**config.mk**
```make
export PLATFORM = sky130hd
export DESIGN_NAME = instruction_fetch
export DESIGN_NICKNAME = d
export VERILOG_FILES = /design/src/rtl/riscv_pkg.sv /design/src/rtl/fetch_fifo.sv /design/src/rtl/instruction_fetch.sv
export SDC_FILE = /design/constraint.sdc
export NUM_CORES = 1
export LEC_CHECK = 0
export ABC_AREA = 0
export CORE_AREA = 5 5 127 129
export DETAILED_ROUTE_END_ITERATION = 6
export DIE_AREA = 0 0 132 134
export GPL_ROUTABILITY_DRIVEN = 0
export PLACE_DENSITY = 0.84
export SYNTH_ARGS = -nofsm -noshare
export SYNTH_HDL_FRONTEND = slang
export SYNTH_SLANG_ARGS = --single-unit
```
**constraint.sdc**
```tcl
create_clock -name clock -period 11.08 [get_ports clock]
set_input_delay 1.108 -clock clock [delete_from_list [all_inputs] [get_ports clock]]
set_output_delay 1.108 -clock clock [all_outputs]
set_load 0.005 [all_outputs]
```
**src/rtl/riscv_pkg.sv**
```systemverilog
// Shared RV32I definitions: machine widths, PC step and the fetch entry that
// travels from the fetch stage to decode.
package riscv_pkg;

    localparam int XLEN = 32;
    localparam int ILEN = 32;
    localparam logic [XLEN-1:0] PC_STEP = 32'd4;
    localparam logic [ILEN-1:0] RV_NOP = 32'h0000_0013;

    typedef struct packed {
        logic [ILEN-1:0] word;
        logic [XLEN-1:0] pc;
    } fetch_entry_t;

endpackage

```
**src/rtl/fetch_fifo.sv**
```systemverilog
// Small synchronous prefetch FIFO with first-word fall-through head and a
// single-cycle flush used when fetch is redirected.
module fetch_fifo #(
    parameter int DEPTH = 2,
    parameter int WIDTH = 64,
    localparam int AW = $clog2(DEPTH),
    localparam int CW = $clog2(DEPTH + 1)
) (
    input  logic             clock,
    input  logic             reset_n,
    input  logic             push,
    input  logic [WIDTH-1:0] push_data,
    input  logic             pop,
    input  logic             flush,
    output logic [CW-1:0]    count,
    output logic [WIDTH-1:0] head
);

    logic [WIDTH-1:0] storage [DEPTH];
    logic [AW-1:0]    wr_ptr;
    logic [AW-1:0]    rd_ptr;

    always_ff @(posedge clock) begin
        if (push && !flush) begin
            storage[wr_ptr] <= push_data;
        end
    end

    // Flush wins over any push/pop in the same cycle so a redirect leaves it empty.
    always_ff @(posedge clock or negedge reset_n) begin
        if (!reset_n) begin
            wr_ptr <= '0;
            rd_ptr <= '0;
            count  <= '0;
        end else if (flush) begin
            wr_ptr <= '0;
            rd_ptr <= '0;
            count  <= '0;
        end else begin
            if (push) begin
                wr_ptr <= wr_ptr + AW'(1);
            end
            if (pop) begin
                rd_ptr <= rd_ptr + AW'(1);
            end
            count <= count + CW'(push) - CW'(pop);
        end
    end

    always_comb begin
        head = storage[rd_ptr];
    end

endmodule

```
**src/rtl/instruction_fetch.sv**
```systemverilog
// RV32I fetch stage: owns the PC, issues one instruction-memory read per cycle
// under a credit limit and hands fetched words to decode through a prefetch FIFO.
module instruction_fetch
    import riscv_pkg::*;
#(
    parameter logic [31:0] RESET_PC   = 32'h0000_0000,
    parameter int          FIFO_DEPTH = 2
) (
    input  logic        clock,
    input  logic        reset_n,
    input  logic        redirect_valid,
    input  logic [31:0] redirect_pc,
    output logic        mem_read_enable,
    output logic [31:0] mem_read_address,
    input  logic [31:0] mem_read_value,
    output logic        inst_valid,
    input  logic        inst_ready,
    output logic [31:0] inst_word,
    output logic [31:0] inst_pc
);

    localparam int CW = $clog2(FIFO_DEPTH + 1);
    localparam logic [XLEN-1:0] START_PC = RESET_PC & ~32'h3;

    logic [XLEN-1:0] fetch_pc;
    logic [XLEN-1:0] inflight_pc;
    logic            inflight;
    logic [CW-1:0]   fifo_count;
    logic [$bits(fetch_entry_t)-1:0] head_bits;
    fetch_entry_t    head_entry;
    fetch_entry_t    push_entry;
    logic            push;
    logic            pop;
    logic            issue;
    logic [CW:0]     occupancy;

    // A head being popped this cycle frees its slot, which keeps one fetch per cycle.
    always_comb begin
        head_entry = head_bits;
        inst_valid = (fifo_count != '0);
        pop        = inst_valid && inst_ready;
        push       = inflight && !redirect_valid;
        push_entry = '{word: mem_read_value, pc: inflight_pc};
        occupancy  = {1'b0, fifo_count} + (CW + 1)'(inflight) - (CW + 1)'(pop);
        issue      = reset_n && !redirect_valid && (occupancy < (CW + 1)'(FIFO_DEPTH));
    end

    always_comb begin
        mem_read_enable  = issue;
        mem_read_address = {2'b00, fetch_pc[31:2]};
        inst_word        = inst_valid ? head_entry.word : '0;
        inst_pc          = inst_valid ? head_entry.pc : '0;
    end

    always_ff @(posedge clock or negedge reset_n) begin
        if (!reset_n) begin
            fetch_pc    <= START_PC;
            inflight_pc <= '0;
            inflight    <= 1'b0;
        end else begin
            inflight <= issue;
            if (redirect_valid) begin
                fetch_pc <= redirect_pc & ~32'h3;
            end else if (issue) begin
                inflight_pc <= fetch_pc;
                fetch_pc    <= fetch_pc + PC_STEP;
            end
        end
    end

    fetch_fifo #(
        .DEPTH(FIFO_DEPTH),
        .WIDTH($bits(fetch_entry_t))
    ) prefetch (
        .clock    (clock),
        .reset_n  (reset_n),
        .push     (push),
        .push_data(push_entry),
        .pop      (pop),
        .flush    (redirect_valid),
        .count    (fifo_count),
        .head     (head_bits)
    );

endmodule

```
=== After elaboration in Yosys (flattened, before gate mapping) ===
Memories as Yosys holds them, arrays and structs flattened.
Index checks and enable logic that the tools add are counted.
W data, S select, Z words.

* Flip-flop bits (word level): 69
* Memory bits (writable): 128
* Input bits: 68
* Output and inout bits: 98
* Memories kept: 1

* Add/subtract/negate cells: 7
* $lt $le $gt $ge: 1
* Muxes and demuxes: 11
* Bitwise operators: 1
* Reductions and logical operators: 11

{| class="wikitable"
|+ Memory list
! name !! words !! bits a word !! read ports !! clocked after Yosys merged registers in !! wr ports !! line !! text
|-
| prefetch.storage || 2 || 64 || 1 || 0 || 1 || fetch_fifo.sv:19 || <nowiki>logic [WIDTH-1:0] storage [DEPTH];</nowiki>
|}

{| class="wikitable"
|+ Operators by type and width
! operator !! count
|-
| $mux W32 || 4
|-
| $add A32 B3 Y32 const B || 1
|-
| $reduce_bool A2 Y1 || 4
|-
| $mux W1 || 6
|-
| $logic_and A1 B1 Y1 || 5
|-
| $add A2 B1 Y3 || 1
|-
| $lt A3 B2 Y1 const B || 1
|-
| $sub A3 B1 Y3 || 1
|-
| $add A1 B1 Y1 const B || 2
|-
| $add A2 B1 Y2 || 1
|-
| $mux W2 || 1
|-
| $reduce_and A2 Y1 || 1
|-
| $sub A2 B1 Y2 || 1
|-
| $logic_not A1 Y1 || 1
|-
| $not A1 Y1 || 1
|}

=== Logic depth before layout (Yosys ltp) ===
Gate-level depths: netlist of the first run.

* Depth in word-level cells: 7
* Mapped depth: 13
* Depth with buffers taken out: 11

=== By module ===
From an unflattened synthesis of the first run, not the netlist that was laid out.

* Cells, all modules: 561
* Area total of the unflattened synthesis: 8438.1 µm²

{| class="wikitable"
|+ Modules (own cells, without submodules)
! module !! instances !! cells an instance !! area an instance (µm²)
|-
| fetch_fifo || 1 || 216 || 5031.1
|-
| instruction_fetch || 1 || 345 || 3407.0
|}

=== Worst setup path after synthesis of the first run ===
Ideal clock, no wire load.

* Path type: input to register
* Start: input port redirect_valid
* End: memory prefetch.storage[0][10] (enable)
* Arrival time: 4.088 ns
* Setup slack: 6.510 ns
* Stages on the path: 4
* Buffers on the path: 1
* Path through: buf_2 -> inv_1 -> nand2_1 -> nor2_1

* Longest elaborated chain between the ends: 5

{| class="wikitable"
|+ Ends and longest elaborated chain
! what !! line !! text
|-
| from (decl) || instruction_fetch.sv:11 || <nowiki>input logic redirect_valid,</nowiki>
|-
| $logic_not A1 Y1 * || fetch_fifo.sv:24, instruction_fetch.sv:42 ||
|-
| $logic_and A1 B1 Y1 || instruction_fetch.sv:42 || <nowiki>push = inflight && !redirect_valid;</nowiki>
|-
| $logic_and A1 B1 Y1 * || fetch_fifo.sv:24 || <nowiki>if (push && !flush) begin</nowiki>
|-
| $mux W1 * || fetch_fifo.sv:24 ||
|-
| $mux W1 (implied by the code) * || fetch_fifo.sv:25 || <nowiki>storage[wr_ptr] <= push_data;</nowiki>
|-
| to (decl) || fetch_fifo.sv:19 ||
|}

Every way passes the cells marked *; elsewhere a longest branch is shown, timed or not.

=== Worst setup path after layout of the first run ===
* Start: input port inst_ready
* End: output port mem_read_enable

* Longest elaborated chain between the ends: 4

{| class="wikitable"
|+ Ends and longest elaborated chain
! what !! line !! text
|-
| from (decl) || instruction_fetch.sv:17 || <nowiki>input logic inst_ready,</nowiki>
|-
| $logic_and A1 B1 Y1 || instruction_fetch.sv:41 || <nowiki>pop = inst_valid && inst_ready;</nowiki>
|-
| $sub A3 B1 Y3 || instruction_fetch.sv:44 || <nowiki>occupancy = {1'b0, fifo_count} + (CW + 1)'(inflight) - (CW + 1)'(pop);</nowiki>
|-
| $lt A3 B2 Y1 || instruction_fetch.sv:45 || <nowiki>issue = reset_n && !redirect_valid && (occupancy < (CW + 1)'(FIFO_DEPTH));</nowiki>
|-
| $logic_and A1 B1 Y1 || instruction_fetch.sv:45 ||
|-
| to (decl) || instruction_fetch.sv:13 || <nowiki>output logic mem_read_enable,</nowiki>
|}

Every way passes these cells.

==> flow_summary.html, run 1 <==
<table>
<tr><th>Metric</th><th>Value</th></tr>
<tr><th colspan="2">Run status</th></tr>
<tr><td>Outcome</td><td>complete, no violations</td></tr>
<tr><th colspan="2">Placed design</th></tr>
<tr><td>Setup slack at placement</td><td>6.07 ns</td></tr>
<tr><td>Placed cell count</td><td>956</td></tr>
<tr><td>Port buffer count</td><td>159</td></tr>
<tr><td>Post-detail-place hpwl</td><td>11.8 mm</td></tr>
<tr><th colspan="2">Synthesis</th></tr>
<tr><td>Top cell type by total area after synthesis</td><td>edfxtp_1</td></tr>
<tr><td>Biggest area contributors in the synthesized netlist</td><td>edfxtp_1, dfrtp_1, mux2i_1</td></tr>
<tr><td>Area share of the largest cell type after synthesis</td><td>0.466</td></tr>
<tr><td>Predominant post-synthesis flop cell</td><td>edfxtp_1</td></tr>
<tr><td>Number of standard cells after synthesis</td><td>634</td></tr>
<tr><td>Number of synthesized register bits</td><td>189</td></tr>
<tr><td>Mean area per synthesized cell</td><td>12.6 sq um</td></tr>
<tr><td>Number of library cell types mapped by synthesis</td><td>49</td></tr>
<tr><td>Post-Synthesis Cell Area</td><td>7990 sq um</td></tr>
<tr><td>Count of flip-flops with a built-in enable after synthesis</td><td>124</td></tr>
<tr><td>Sequential element share of the synthesized area</td><td>0.670</td></tr>
<tr><td>Count of synthesis-stage warnings from yosys</td><td>0</td></tr>
<tr><td>Post-synthesis async set-or-reset flop share</td><td>0.344</td></tr>
<tr><th colspan="2">Die</th></tr>
<tr><td>Initial cell density of the core</td><td>0.535</td></tr>
<tr><td>Chip width</td><td>132 um</td></tr>
<tr><td>Core outline area</td><td>14900 sq um</td></tr>
<tr><td>Die area</td><td>17700 sq um</td></tr>
<tr><td>Standard-cell row count</td><td>45</td></tr>
<tr><td>Die height</td><td>134 um</td></tr>
<tr><td>Io pins</td><td>166</td></tr>
<tr><th colspan="2">Setup path</th></tr>
<tr><td>Slowest stage cell, crit path</td><td>xnor2_1</td></tr>
<tr><td>Worst Setup End Kind</td><td>output pin</td></tr>
<tr><td>Arrival time at the worst endpoint</td><td>3.98 ns</td></tr>
<tr><td>Setup CP Type</td><td>input port to output pin</td></tr>
<tr><td>Startpoint Class</td><td>input port</td></tr>
<tr><td>Cell-by-cell trace of the critical path</td><td>clkdlybuf4s50_1 -&gt; and2_1 -&gt; nor2b_1 -&gt; o21ai_0 -&gt; fa_1 -&gt; xnor2_1 -&gt; nand2_1 -&gt; inv_1 -&gt; clkdlybuf4s50_1</td></tr>
<tr><td>Data required, critical path</td><td>9.97 ns</td></tr>
<tr><td>Longest individual stage delay on the worst path</td><td>0.55 ns</td></tr>
<tr><td>CP Max Fanout</td><td>8</td></tr>
<tr><td>Most Frequent Cell on Critical Path</td><td>clkdlybuf4s50_1</td></tr>
<tr><th colspan="2">GRT</th></tr>
<tr><td>Number of global-route vias before repair</td><td>5649</td></tr>
<tr><td>Initial antenna violation count</td><td>0</td></tr>
<tr><td>First-pass GRT wire length</td><td>29.1 mm</td></tr>
<tr><td>GR Util All Layers</td><td>0.204</td></tr>
<tr><td>Remaining Overflow, GRT</td><td>0</td></tr>
<tr><td>Maximum number of pins on one net before global-route repair</td><td>69</td></tr>
<tr><th colspan="2">STA</th></tr>
<tr><td>Final critical-path required period</td><td>5.09 ns</td></tr>
<tr><td>Share of the clock period used by the worst path</td><td>0.459</td></tr>
<tr><td>Pin slew with the least headroom to its limit</td><td>1.09 ns</td></tr>
<tr><td>Number of endpoints with negative hold slack in the final report</td><td>0</td></tr>
<tr><td>Sum Neg Setup Slack</td><td>0 ns</td></tr>
<tr><td>Final setup vio count</td><td>0</td></tr>
<tr><td>Max Freq</td><td>197 MHz</td></tr>
<tr><td>Min Hold Slack</td><td>0.472 ns</td></tr>
<tr><td>Worst path setup slack after routing</td><td>5.99 ns</td></tr>
<tr><td>Slew Viols, Final</td><td>0</td></tr>
<tr><td>Worst relative slew slack</td><td>0.273</td></tr>
<tr><td>Unrepaired setup endpoints after global routing</td><td>no</td></tr>
<tr><td>Final Skew</td><td>0.0135 ns</td></tr>
<tr><th colspan="2">Clock tree</th></tr>
<tr><td>Clock Tree Root</td><td>clkbuf_16</td></tr>
<tr><td>TritonCTS sink count</td><td>189</td></tr>
<tr><td>Post-CTS repair timing setup buffer count</td><td>0</td></tr>
<tr><td>Clock tree from TritonCTS</td><td>built</td></tr>
<tr><td>CTS Buf Count</td><td>17</td></tr>
<tr><td>CTS H-Tree Depth</td><td>4</td></tr>
<tr><td>Clock-pin slew on the worst setup and hold paths</td><td>0.06 ns</td></tr>
<tr><td>Number of hold buffers added after cts</td><td>0</td></tr>
<tr><td>Maximum number of buffers from clock root to sink</td><td>2</td></tr>
<tr><td>Clock Latency Late Sink</td><td>0.42 ns</td></tr>
<tr><td>Number of gates given a new drive strength after cts</td><td>0</td></tr>
<tr><th colspan="2">Power and ir drop</th></tr>
<tr><td>Power per cell area</td><td>240 nW/um^2</td></tr>
<tr><td>Leakage power of the design</td><td>3.79 nW</td></tr>
<tr><td>Peak supply drop</td><td>0.155 mV</td></tr>
<tr><th colspan="2">Job</th></tr>
<tr><td>Max capacitance violation total</td><td>0</td></tr>
<tr><th colspan="2">Finish</th></tr>
<tr><td>Commonest non-fill, non-tap cells in the layout</td><td>clkdlybuf4s50_1, edfxtp_1, nand2_1</td></tr>
<tr><td>Nets@finish</td><td>859</td></tr>
<tr><td>Total inserted antenna cells</td><td>0</td></tr>
<tr><td>Final cell count without fillers</td><td>988</td></tr>
<tr><td>Signed area change from the synthesized netlist to the final layout</td><td>29.0%</td></tr>
<tr><td>Most common cell after layout, fill and taps aside</td><td>clkdlybuf4s50_1</td></tr>
<tr><td>Proportion of layout cells with a drive suffix above 1</td><td>0.0700</td></tr>
<tr><td>Final Util</td><td>0.690</td></tr>
<tr><th colspan="2">Detailed routing</th></tr>
<tr><td>Routed wire length</td><td>17.9 mm</td></tr>
<tr><td>Number of nets with antenna violations after routing</td><td>0</td></tr>
<tr><td>Via count</td><td>5632</td></tr>
<tr><td>Number of vias per cell</td><td>5.70</td></tr>
<tr><td>Routed wire per std cell</td><td>18.1 um</td></tr>
<tr><td>First drt pass iteration count</td><td>5</td></tr>
<tr><td>DR DRC count</td><td>0</td></tr>
<tr><td>Detailed Route Iter0 Violations</td><td>499</td></tr>
<tr><th colspan="2">Min path</th></tr>
<tr><td>Class of the tightest hold or removal check</td><td>register to register</td></tr>
</table>
[cell families (layout without fill, tap and decap cells)]
logic type               count (synthesis)  after routing  share of synthesized area
buffers and inverters                   45            208                     0.0271
AND/OR/NAND/NOR                        263            263                      0.149
XOR/XNOR                                 6              6                    0.00658
other                                    1              4                   0.000470
adder cells (fa/ha/maj)                  4              4                    0.00721
flip-flops                             189            189                      0.670
AO/OA/AOI/OAI                           64             64                     0.0625
multiplexers                            62             62                     0.0777
[cells in the mapped netlist (5+ instances only)]
library cell	count
edfxtp_1	124
o211ai_1	9
o311ai_0	10
a22oi_1	11
and2_1	5
o21ai_0	7
buf_2	5
buf_4	5
nand2_1	106
or4_1	7
dfrtp_1	65
inv_1	9
nand4_1	10
nor3_1	11
mux2i_1	62
clkbuf_1	14
nor2_1	74
a221o_1	6
and3_1	8
buf_1	9
nand3_1	22
[through the flow]
stage / total power [W] / instance area (sq um)
3_3_place_gp: 0.00186 / 9720
3_5_place_dp: 0.00190 / 9720
4_1_cts: 0.00249 / 10300
6_report: 0.00247 / 10300
5_1_grt: 0.00262 / 10300
2_1_floorplan: 0.00146 / 8000
[critical path, delay by kind of cell]
family,cells,cell delay [ns]
adders and majority gates,1,0.43
AOI/OAI and AO/OA,1,0.16
and+or+nand+nor,3,0.61
xor gates and xnor gates,1,0.55
buffers and inverters,3,1.12
[registers in the layout (all words and copies together) (netlist names)]
signal            flops
fetch_pc             30
prefetch.wr_ptr       1
inflight_pc          30
prefetch.storage    124
prefetch.rd_ptr       1
inflight              1
prefetch.count        2
[path summary, 6_finish.rpt]
path,startpoint,slack (ns),cells past startpoint,endpoint
worst min-delay path,inflight_pc[23]$_DFFE_PN0P_,0.47,0,prefetch.storage[1][23]$_DFFE_PP_
min in group asynchronous,reset_n,0.85,2,fetch_pc[24]$_DFFE_PN0P_
max in group asynchronous,reset_n,9.53,2,prefetch.rd_ptr$_DFFE_PN0P_
worst min register to register,inflight_pc[23]$_DFFE_PN0P_,0.47,0,prefetch.storage[1][23]$_DFFE_PP_
worst max register to register,prefetch.count[1]$_DFF_PN0_,6.98,10,fetch_pc[24]$_DFFE_PN0P_
worst max-delay path,inst_ready,5.99,9,mem_read_enable
[cell type report]
cell class	count	area [sq um]
sequential	189	5350
fill	1056	4620
multi-input combinational	403	2450
timing repair buffer	167	1650
clock buffer	18	439
tap	188	235
clock inverter	14	143
inverter	9	33.8
[power by group]
| group | leakage [nW] | internal [W] | switching, W |
|---|---|---|---|
| sequential | 1.94 | 0.000921 | 0.000155 |
| combinational | 1.56 | 0.000416 | 0.000391 |
| clock | 0.290 | 0.000325 | 0.000265 |
[metal layers]
metal | global-route usage | wire length (um) | vias to the layer above
met2 | 0.312 | 8240 | 322
li1 | - | - | 2631
met3 | 0.0521 | 1640 | 31
met4 | 0.0714 | 262 | 0
met5 | 0 | 0 | -
met1 | 0.287 | 7780 | 2648
Note: power is estimated with default switching activity, not from simulation.
==> run 2: changes to the inputs <==
--- a/config.mk
+++ b/config.mk
@@ -6,11 +6,11 @@
 export NUM_CORES = 1
 export LEC_CHECK = 0
 export ABC_AREA = 0
-export CORE_AREA = 5 5 127 129
+export CORE_AREA = 5 5 138 140
 export DETAILED_ROUTE_END_ITERATION = 6
-export DIE_AREA = 0 0 132 134
+export DIE_AREA = 0 0 143 145
 export GPL_ROUTABILITY_DRIVEN = 0
-export PLACE_DENSITY = 0.84
+export PLACE_DENSITY = 0.75
 export SYNTH_ARGS = -nofsm -noshare
 export SYNTH_HDL_FRONTEND = slang
 export SYNTH_SLANG_ARGS = --single-unit
==> constraint.sdc (replaced) <==
create_clock -name clock -period 4.29 [get_ports clock]
set_input_delay 0.429 -clock clock [delete_from_list [all_inputs] [get_ports clock]]
set_output_delay 0.429 -clock clock [all_outputs]
set_load 0.005 [all_outputs]
==> run 2 against run 1 <==
  * Sequential cell count unchanged
  * Register-to-register slack got worse by 6.2 ns
  * Routed wire length increased by 0.90%
  * Count of clock-buffer cells in the layout is the same
  * Via count is 0.12% higher
  * Sequential share of layout area fell by 0.46 points
  * Non-clock buffer count is 4 higher
  * Core utilization shrank 10 points
  * Die area rose by 17%
  * Critical endpoint unchanged
  * Highest routed layer unchanged
==> flow_summary.html, run 2 (synthesized netlist as in run 1, its figures left out) <==
<table>
<tr><th>Metric</th><th>Value</th></tr>
<tr><th colspan="2">Clock tree</th></tr>
<tr><td>Number of hold buffers added after cts</td><td>0</td></tr>
<tr><td>CTS Buf Count</td><td>17</td></tr>
<tr><td>Clock Tree Root</td><td>clkbuf_16</td></tr>
<tr><td>CTS H-Tree Depth</td><td>4</td></tr>
<tr><td>Post-CTS repair timing setup buffer count</td><td>0</td></tr>
<tr><td>Clock-pin slew on the worst setup and hold paths</td><td>0.07 ns</td></tr>
<tr><td>TritonCTS sink count</td><td>189</td></tr>
<tr><td>Maximum number of buffers from clock root to sink</td><td>2</td></tr>
<tr><td>Clock tree from TritonCTS</td><td>built</td></tr>
<tr><td>Clock Latency Late Sink</td><td>0.42 ns</td></tr>
<tr><td>Number of gates given a new drive strength after cts</td><td>0</td></tr>
<tr><th colspan="2">Placed design</th></tr>
<tr><td>Cell area reported after detailed placement</td><td>9810 sq um</td></tr>
<tr><td>Port buffer count</td><td>159</td></tr>
<tr><td>Setup slack at placement</td><td>0.620 ns</td></tr>
<tr><td>Post-detail-place hpwl</td><td>11.9 mm</td></tr>
<tr><td>Placed cell count</td><td>1001</td></tr>
<tr><th colspan="2">Die</th></tr>
<tr><td>Die height</td><td>145 um</td></tr>
<tr><td>Die area</td><td>20700 sq um</td></tr>
<tr><td>Core outline area</td><td>17700 sq um</td></tr>
<tr><td>Standard-cell row count</td><td>49</td></tr>
<tr><td>Initial cell density of the core</td><td>0.451</td></tr>
<tr><td>Chip width</td><td>143 um</td></tr>
<tr><td>Io pins</td><td>166</td></tr>
<tr><th colspan="2">Detailed routing</th></tr>
<tr><td>Number of nets with antenna violations after routing</td><td>0</td></tr>
<tr><td>DR DRC count</td><td>0</td></tr>
<tr><td>Via count</td><td>5639</td></tr>
<tr><td>Detailed Route Iter0 Violations</td><td>409</td></tr>
<tr><td>Routed wire length</td><td>18.1 mm</td></tr>
<tr><td>Number of vias per cell</td><td>5.46</td></tr>
<tr><td>First drt pass iteration count</td><td>4</td></tr>
<tr><td>Routed wire per std cell</td><td>17.5 um</td></tr>
<tr><th colspan="2">STA</th></tr>
<tr><td>Worst path setup slack after routing</td><td>0.613 ns</td></tr>
<tr><td>Worst relative slew slack</td><td>0.258</td></tr>
<tr><td>Share of the clock period used by the worst path</td><td>0.857</td></tr>
<tr><td>Max Freq</td><td>272 MHz</td></tr>
<tr><td>Number of endpoints with negative hold slack in the final report</td><td>0</td></tr>
<tr><td>Final Skew</td><td>0.00749 ns</td></tr>
<tr><td>Slew Viols, Final</td><td>0</td></tr>
<tr><td>Pin slew with the least headroom to its limit</td><td>1.11 ns</td></tr>
<tr><td>Final setup vio count</td><td>0</td></tr>
<tr><td>Sum Neg Setup Slack</td><td>0 ns</td></tr>
<tr><td>Unrepaired setup endpoints after global routing</td><td>no</td></tr>
<tr><td>Final critical-path required period</td><td>3.68 ns</td></tr>
<tr><th colspan="2">Finish</th></tr>
<tr><td>Final Util</td><td>0.587</td></tr>
<tr><td>Most common cell after layout, fill and taps aside</td><td>clkdlybuf4s50_1</td></tr>
<tr><td>Number of flip-flops in the largest register</td><td>124</td></tr>
<tr><td>Largest registers</td><td>prefetch.storage x124, fetch_pc x30, inflight_pc x30</td></tr>
<tr><td>Final design area excluding fillers</td><td>10400 sq um</td></tr>
<tr><td>Largest register by flop count</td><td>prefetch.storage</td></tr>
<tr><td>Nets@finish</td><td>863</td></tr>
<tr><td>Commonest non-fill, non-tap cells in the layout</td><td>clkdlybuf4s50_1, edfxtp_1, nand2_1</td></tr>
<tr><td>Signed area change from the synthesized netlist to the final layout</td><td>30.2%</td></tr>
<tr><td>Final cell count without fillers</td><td>1033</td></tr>
<tr><td>Footprint of the multi-input gates</td><td>2450 sq um</td></tr>
<tr><td>Proportion of layout cells with a drive suffix above 1</td><td>0.0721</td></tr>
<tr><td>Number of fill cells in the layout</td><td>1422</td></tr>
<tr><td>Sequential cell area</td><td>5350 sq um</td></tr>
<tr><td>Total inserted antenna cells</td><td>0</td></tr>
<tr><th colspan="2">GRT</th></tr>
<tr><td>Remaining Overflow, GRT</td><td>0</td></tr>
<tr><td>GR Util All Layers</td><td>0.176</td></tr>
<tr><td>Initial antenna violation count</td><td>0</td></tr>
<tr><td>Maximum number of pins on one net before global-route repair</td><td>64</td></tr>
<tr><td>First-pass GRT wire length</td><td>29.0 mm</td></tr>
<tr><td>Number of global-route vias before repair</td><td>5711</td></tr>
<tr><th colspan="2">Power and ir drop</th></tr>
<tr><td>Power per cell area</td><td>620 nW/um^2</td></tr>
<tr><td>Leakage power of the design</td><td>3.80 nW</td></tr>
<tr><td>Peak supply drop</td><td>0.324 mV</td></tr>
<tr><th colspan="2">Job</th></tr>
<tr><td>Max capacitance violation total</td><td>0</td></tr>
<tr><th colspan="2">Setup path</th></tr>
<tr><td>CP Max Fanout</td><td>5</td></tr>
<tr><td>Data required, critical path</td><td>3.86 ns</td></tr>
<tr><td>Worst Setup End Kind</td><td>output pin</td></tr>
<tr><td>Startpoint Class</td><td>register</td></tr>
<tr><td>Setup CP Type</td><td>register to output pin</td></tr>
<tr><td>Arrival time at the worst endpoint</td><td>3.25 ns</td></tr>
<tr><th colspan="2">Min path</th></tr>
<tr><td>Class of the tightest hold or removal check</td><td>input port to async pin</td></tr>
<tr><th colspan="2">Run status</th></tr>
<tr><td>Outcome</td><td>complete, no violations</td></tr>
</table>
run 2: changes by cell type in the layout (fill, tap and decap cells not counted), moves of 2 or more:
cell,change
buf_4,+3
clkinvlp_4,+3
inv_6,-2
inv_8,-2
run 2: worst paths after layout:
| check | startpoint | endpoint | slack, ns | cells past startpoint |
|---|---|---|---|---|
| setup / recovery | prefetch.count[1]$_DFF_PN0_ | mem_read_enable | 0.61 | 10 |
| hold / removal | reset_n | fetch_pc[30]$_DFFE_PN0P_ | 0.04 | 1 |
| setup reg to reg | prefetch.count[1]$_DFF_PN0_ | fetch_pc[26]$_DFFE_PN0P_ | 0.81 | 10 |
| hold reg to reg | inflight_pc[22]$_DFFE_PN0P_ | prefetch.storage[1][22]$_DFFE_PP_ | 0.47 | 0 |
| max in group asynchronous | reset_n | inflight_pc[3]$_DFFE_PN0P_ | 3.30 | 2 |
| min in group clock | inflight_pc[22]$_DFFE_PN0P_ | prefetch.storage[1][22]$_DFFE_PP_ | 0.47 | 0 |
run 2: layout make-up:
class / count / area share
Inverter: 9 / 0.00325
Timing Repair Buffer: 171 / 0.162
Sequential cell: 189 / 0.515
Clock buffer: 18 / 0.0413
Tap cell: 229 / 0.0276
Clock inverter: 14 / 0.0149
Multi-Input combinational cell: 403 / 0.235
run 2: metrics by stage:
step                      hold slack, ns  total power, W
after floorplan                    0.133         0.00378
after global placement             0.453         0.00487
after detailed placement           0.459         0.00495
after CTS                         0.0336         0.00650
after global routing              0.0669         0.00682
final                             0.0358         0.00645
run 2: where the power goes:
part,switching (W),internal (W)
registers,0.000401,0.00238
clock network,0.000671,0.000869
logic,0.00102,0.00111
total,0.00209,0.00436
run 2: worst max-delay path: stages, from the launching register on:
cell and delay [ns]:
dfrtp_1 0.53, nor2_4 0.05, inv_1 0.10, and2_1 0.20
nor2b_1 0.23, o21ai_0 0.15, fa_1 0.55, and3b_1 0.26
nand2_1 0.14, inv_1 0.11, clkdlybuf4s50_1 0.51
run 2: layer usage:
layer,up-vias,share of wire,routed length [um],global-route usage
met5,-,0,0,0
met4,0,0.022,397,0.0589
met3,36,0.074,1330,0.0454
met2,283,0.47,8500,0.276
met1,2680,0.43,7860,0.239
li1,2640,-,-,-
==> run 3: changes to the inputs <==
--- a/config.mk
+++ b/config.mk
@@ -10,6 +10,7 @@
 export DETAILED_ROUTE_END_ITERATION = 6
 export DIE_AREA = 0 0 143 145
 export GPL_ROUTABILITY_DRIVEN = 0
+export GPL_TIMING_DRIVEN = 0
 export PLACE_DENSITY = 0.75
 export SYNTH_ARGS = -nofsm -noshare
 export SYNTH_HDL_FRONTEND = slang
==> run 3 against run 2 <==
  * Combinational power is 9.9% higher
  * First-iteration DRC count is 15% lower
  * Register-to-register slack worse by 0.03 ns
  * Worst setup slack got worse by 0.36 ns
  * Critical path depth grew 1
==> flow_summary.html, run 3 (synthesized netlist as in run 1, its figures left out) <==
<table>
<tr><th>Metric</th><th>Value</th></tr>
<tr><th colspan="2">STA</th></tr>
<tr><td>Number of endpoints with negative hold slack in the final report</td><td>0</td></tr>
<tr><td>Max Freq</td><td>247 MHz</td></tr>
<tr><td>Worst relative slew slack</td><td>0.197</td></tr>
<tr><td>Pin slew with the least headroom to its limit</td><td>1.19 ns</td></tr>
<tr><td>Min Hold Slack</td><td>0.106 ns</td></tr>
<tr><td>Share of the clock period used by the worst path</td><td>0.942</td></tr>
<tr><td>Unrepaired setup endpoints after global routing</td><td>no</td></tr>
<tr><td>Final critical-path required period</td><td>4.04 ns</td></tr>
<tr><td>Final Skew</td><td>0.00661 ns</td></tr>
<tr><td>Slew Viols, Final</td><td>0</td></tr>
<tr><td>Final setup vio count</td><td>0</td></tr>
<tr><th colspan="2">Power and ir drop</th></tr>
<tr><td>Part of the total power dissipated in sequential elements</td><td>0.415</td></tr>
<tr><td>Internal Dissipation</td><td>0.00430 W</td></tr>
<tr><td>Peak supply drop</td><td>0.323 mV</td></tr>
<tr><td>Proportion of total power due to net switching</td><td>0.333</td></tr>
<tr><td>Net Sw Power</td><td>0.00214 W</td></tr>
<tr><td>Clock power share</td><td>0.222</td></tr>
<tr><td>Combinational power share</td><td>0.364</td></tr>
<tr><td>Leakage power of the design</td><td>3.85 nW</td></tr>
<tr><td>Power per cell area</td><td>613 nW/um^2</td></tr>
<tr><th colspan="2">GRT</th></tr>
<tr><td>Remaining Overflow, GRT</td><td>0</td></tr>
<tr><td>Maximum number of pins on one net before global-route repair</td><td>69</td></tr>
<tr><td>GR Util met2</td><td>0.289</td></tr>
<tr><td>First-pass GRT wire length</td><td>29.8 mm</td></tr>
<tr><td>GR Util All Layers</td><td>0.183</td></tr>
<tr><td>Met3 track demand over resource in global routing</td><td>0.0457</td></tr>
<tr><td>M1 GR Usage</td><td>0.246</td></tr>
<tr><td>Top Usage Layer GRT</td><td>met2</td></tr>
<tr><td>Initial antenna violation count</td><td>0</td></tr>
<tr><td>Number of global-route vias before repair</td><td>5736</td></tr>
<tr><th colspan="2">Setup path</th></tr>
<tr><td>Data required, critical path</td><td>3.86 ns</td></tr>
<tr><td>Depth of the worst register-to-register path</td><td>12</td></tr>
<tr><td>R2R Setup Slk</td><td>0.78 ns</td></tr>
<tr><td>Worst Setup End Kind</td><td>output pin</td></tr>
<tr><td>Reg2reg end</td><td>inflight_pc[9]$_DFFE_PN0P_</td></tr>
<tr><td>Setup CP Type</td><td>register to output pin</td></tr>
<tr><td>Reg-to-reg startpoint</td><td>prefetch.count[1]$_DFF_PN0_</td></tr>
<tr><td>Critical path origin</td><td>prefetch.count[0]$_DFF_PN0_</td></tr>
<tr><td>Startpoint Class</td><td>register</td></tr>
<tr><td>Arrival time at the worst endpoint</td><td>3.61 ns</td></tr>
<tr><td>CP Max Fanout</td><td>20</td></tr>
<tr><th colspan="2">Finish</th></tr>
<tr><td>Total inserted antenna cells</td><td>0</td></tr>
<tr><td>Number of fill cells in the layout</td><td>1468</td></tr>
<tr><td>Final design area excluding fillers</td><td>10500 sq um</td></tr>
<tr><td>Largest register by flop count</td><td>prefetch.storage</td></tr>
<tr><td>Proportion of layout cells with a drive suffix above 1</td><td>0.0770</td></tr>
<tr><td>Number of flip-flops in the largest register</td><td>124</td></tr>
<tr><td>Commonest non-fill, non-tap cells in the layout</td><td>clkdlybuf4s50_1, edfxtp_1, nand2_1</td></tr>
<tr><td>Nets@finish</td><td>890</td></tr>
<tr><td>Final Util</td><td>0.593</td></tr>
<tr><td>Most common cell after layout, fill and taps aside</td><td>clkdlybuf4s50_1</td></tr>
<tr><td>Largest registers</td><td>prefetch.storage x124, fetch_pc x30, inflight_pc x30</td></tr>
<tr><td>Signed area change from the synthesized netlist to the final layout</td><td>31.6%</td></tr>
<tr><th colspan="2">Min path</th></tr>
<tr><td>Class of the tightest hold or removal check</td><td>input port to async pin</td></tr>
<tr><th colspan="2">Die</th></tr>
<tr><td>Die area</td><td>20700 sq um</td></tr>
<tr><td>Initial cell density of the core</td><td>0.451</td></tr>
<tr><td>Io pins</td><td>166</td></tr>
<tr><td>Standard-cell row count</td><td>49</td></tr>
<tr><td>Core outline area</td><td>17700 sq um</td></tr>
<tr><td>Chip width</td><td>143 um</td></tr>
<tr><td>Die height</td><td>145 um</td></tr>
<tr><th colspan="2">Placed design</th></tr>
<tr><td>Cell area reported after detailed placement</td><td>9920 sq um</td></tr>
<tr><td>Port buffer count</td><td>158</td></tr>
<tr><td>Post-detail-place hpwl</td><td>13.2 mm</td></tr>
<tr><th colspan="2">Detailed routing</th></tr>
<tr><td>Number of vias per cell</td><td>5.32</td></tr>
<tr><td>Detailed Route Iter0 Violations</td><td>347</td></tr>
<tr><td>First drt pass iteration count</td><td>5</td></tr>
<tr><td>Routed wire per std cell</td><td>17.6 um</td></tr>
<tr><td>Routed wire length</td><td>18.7 mm</td></tr>
<tr><td>Via count</td><td>5644</td></tr>
<tr><td>Number of nets with antenna violations after routing</td><td>0</td></tr>
<tr><td>DR DRC count</td><td>0</td></tr>
<tr><th colspan="2">Clock tree</th></tr>
<tr><td>Maximum number of buffers from clock root to sink</td><td>2</td></tr>
<tr><td>CTS H-Tree Depth</td><td>4</td></tr>
<tr><td>Clock tree from TritonCTS</td><td>built</td></tr>
<tr><td>Number of hold buffers added after cts</td><td>0</td></tr>
<tr><td>CTS Buf Count</td><td>17</td></tr>
<tr><td>Clock Tree Root</td><td>clkbuf_16</td></tr>
<tr><td>Clock Latency Late Sink</td><td>0.42 ns</td></tr>
<tr><td>TritonCTS sink count</td><td>189</td></tr>
<tr><td>Clock-pin slew on the worst setup and hold paths</td><td>0.07 ns</td></tr>
<tr><th colspan="2">Run status</th></tr>
<tr><td>Outcome</td><td>complete, no violations</td></tr>
<tr><th colspan="2">Job</th></tr>
<tr><td>Max capacitance violation total</td><td>0</td></tr>
</table>
==> run 3: per-layer routing <==
layer,vias up,routed length (um)
met1,2664,8040
li1,2690,-
met3,35,1340
met2,255,8860
met4,0,435
met5,-,0
==> run 3: area by class of cell <==
cell class	instances	area, sq um	area share
Sequential cell	189	5350	0.509
Inverter	9	33.8	0.00321
Timing Repair Buffer	163	1650	0.157
Buffer	35	181	0.0173
Clock inverter	15	115	0.0109
Tap cell	229	287	0.0273
Clock buffer	17	425	0.0405
Multi-Input combinational cell	403	2470	0.235
==> run 3: timing repair <==
item	in CTS	in global routing
setup buffers	1	2
endpoints found under the setup margin	38	1
pin swaps	1	0
cloned	0	0
resized for setup	6	0
==> run 3: critical path, stage by stage, from the launching register on <==
cell and delay (ns):
dfrtp_1 0.43, nor2_4 0.05, inv_1 0.08, and2_1 0.19, nor2b_1 0.25, o21ai_0 0.16, fa_1 0.51, xnor2_4 0.32
nand2_1 0.20, inv_1 0.15, buf_4 0.29, clkdlybuf4s50_1 0.56
==> run 3: power by group through the flow <==
stage	registers (W)	logic, W	clock network, W
CTS	0.00268	0.00236	0.00146
global route	0.00272	0.00257	0.00154
finish	0.00267	0.00234	0.00143
detailed placement	0.00270	0.00231	0
floorplan	0.00262	0.00115	0
global placement	0.00269	0.00225	0
==> run 3: how the worst max path moves through the flow <==
stage | cells after the start | slack, ns | end
2_1_floorplan | 4 | 0.40 | prefetch.storage[0][10]$_DFFE_PP_
3_3_place_gp | 7 | -1.59 | mem_read_enable
3_5_place_dp | 11 | -1.02 | mem_read_enable
4_1_cts | 11 | 0.14 | mem_read_enable
5_1_grt | 11 | 0.03 | mem_read_enable
6_report | 11 | 0.25 | mem_read_enable
==> run 3: stage by stage <==
stage	std cells	setup WS (ns)	power (W)	setup TNS [ns]
6_report	1060	0.249	0.00644	0
5_1_grt	1060	0.0287	0.00682	0
4_1_cts	1058	0.144	0.00649	0
3_5_place_dp	1026	-1.02	0.00501	-6.19
3_3_place_gp	1024	-1.59	0.00494	-123.63
2_1_floorplan	637	0.399	0.00378	0
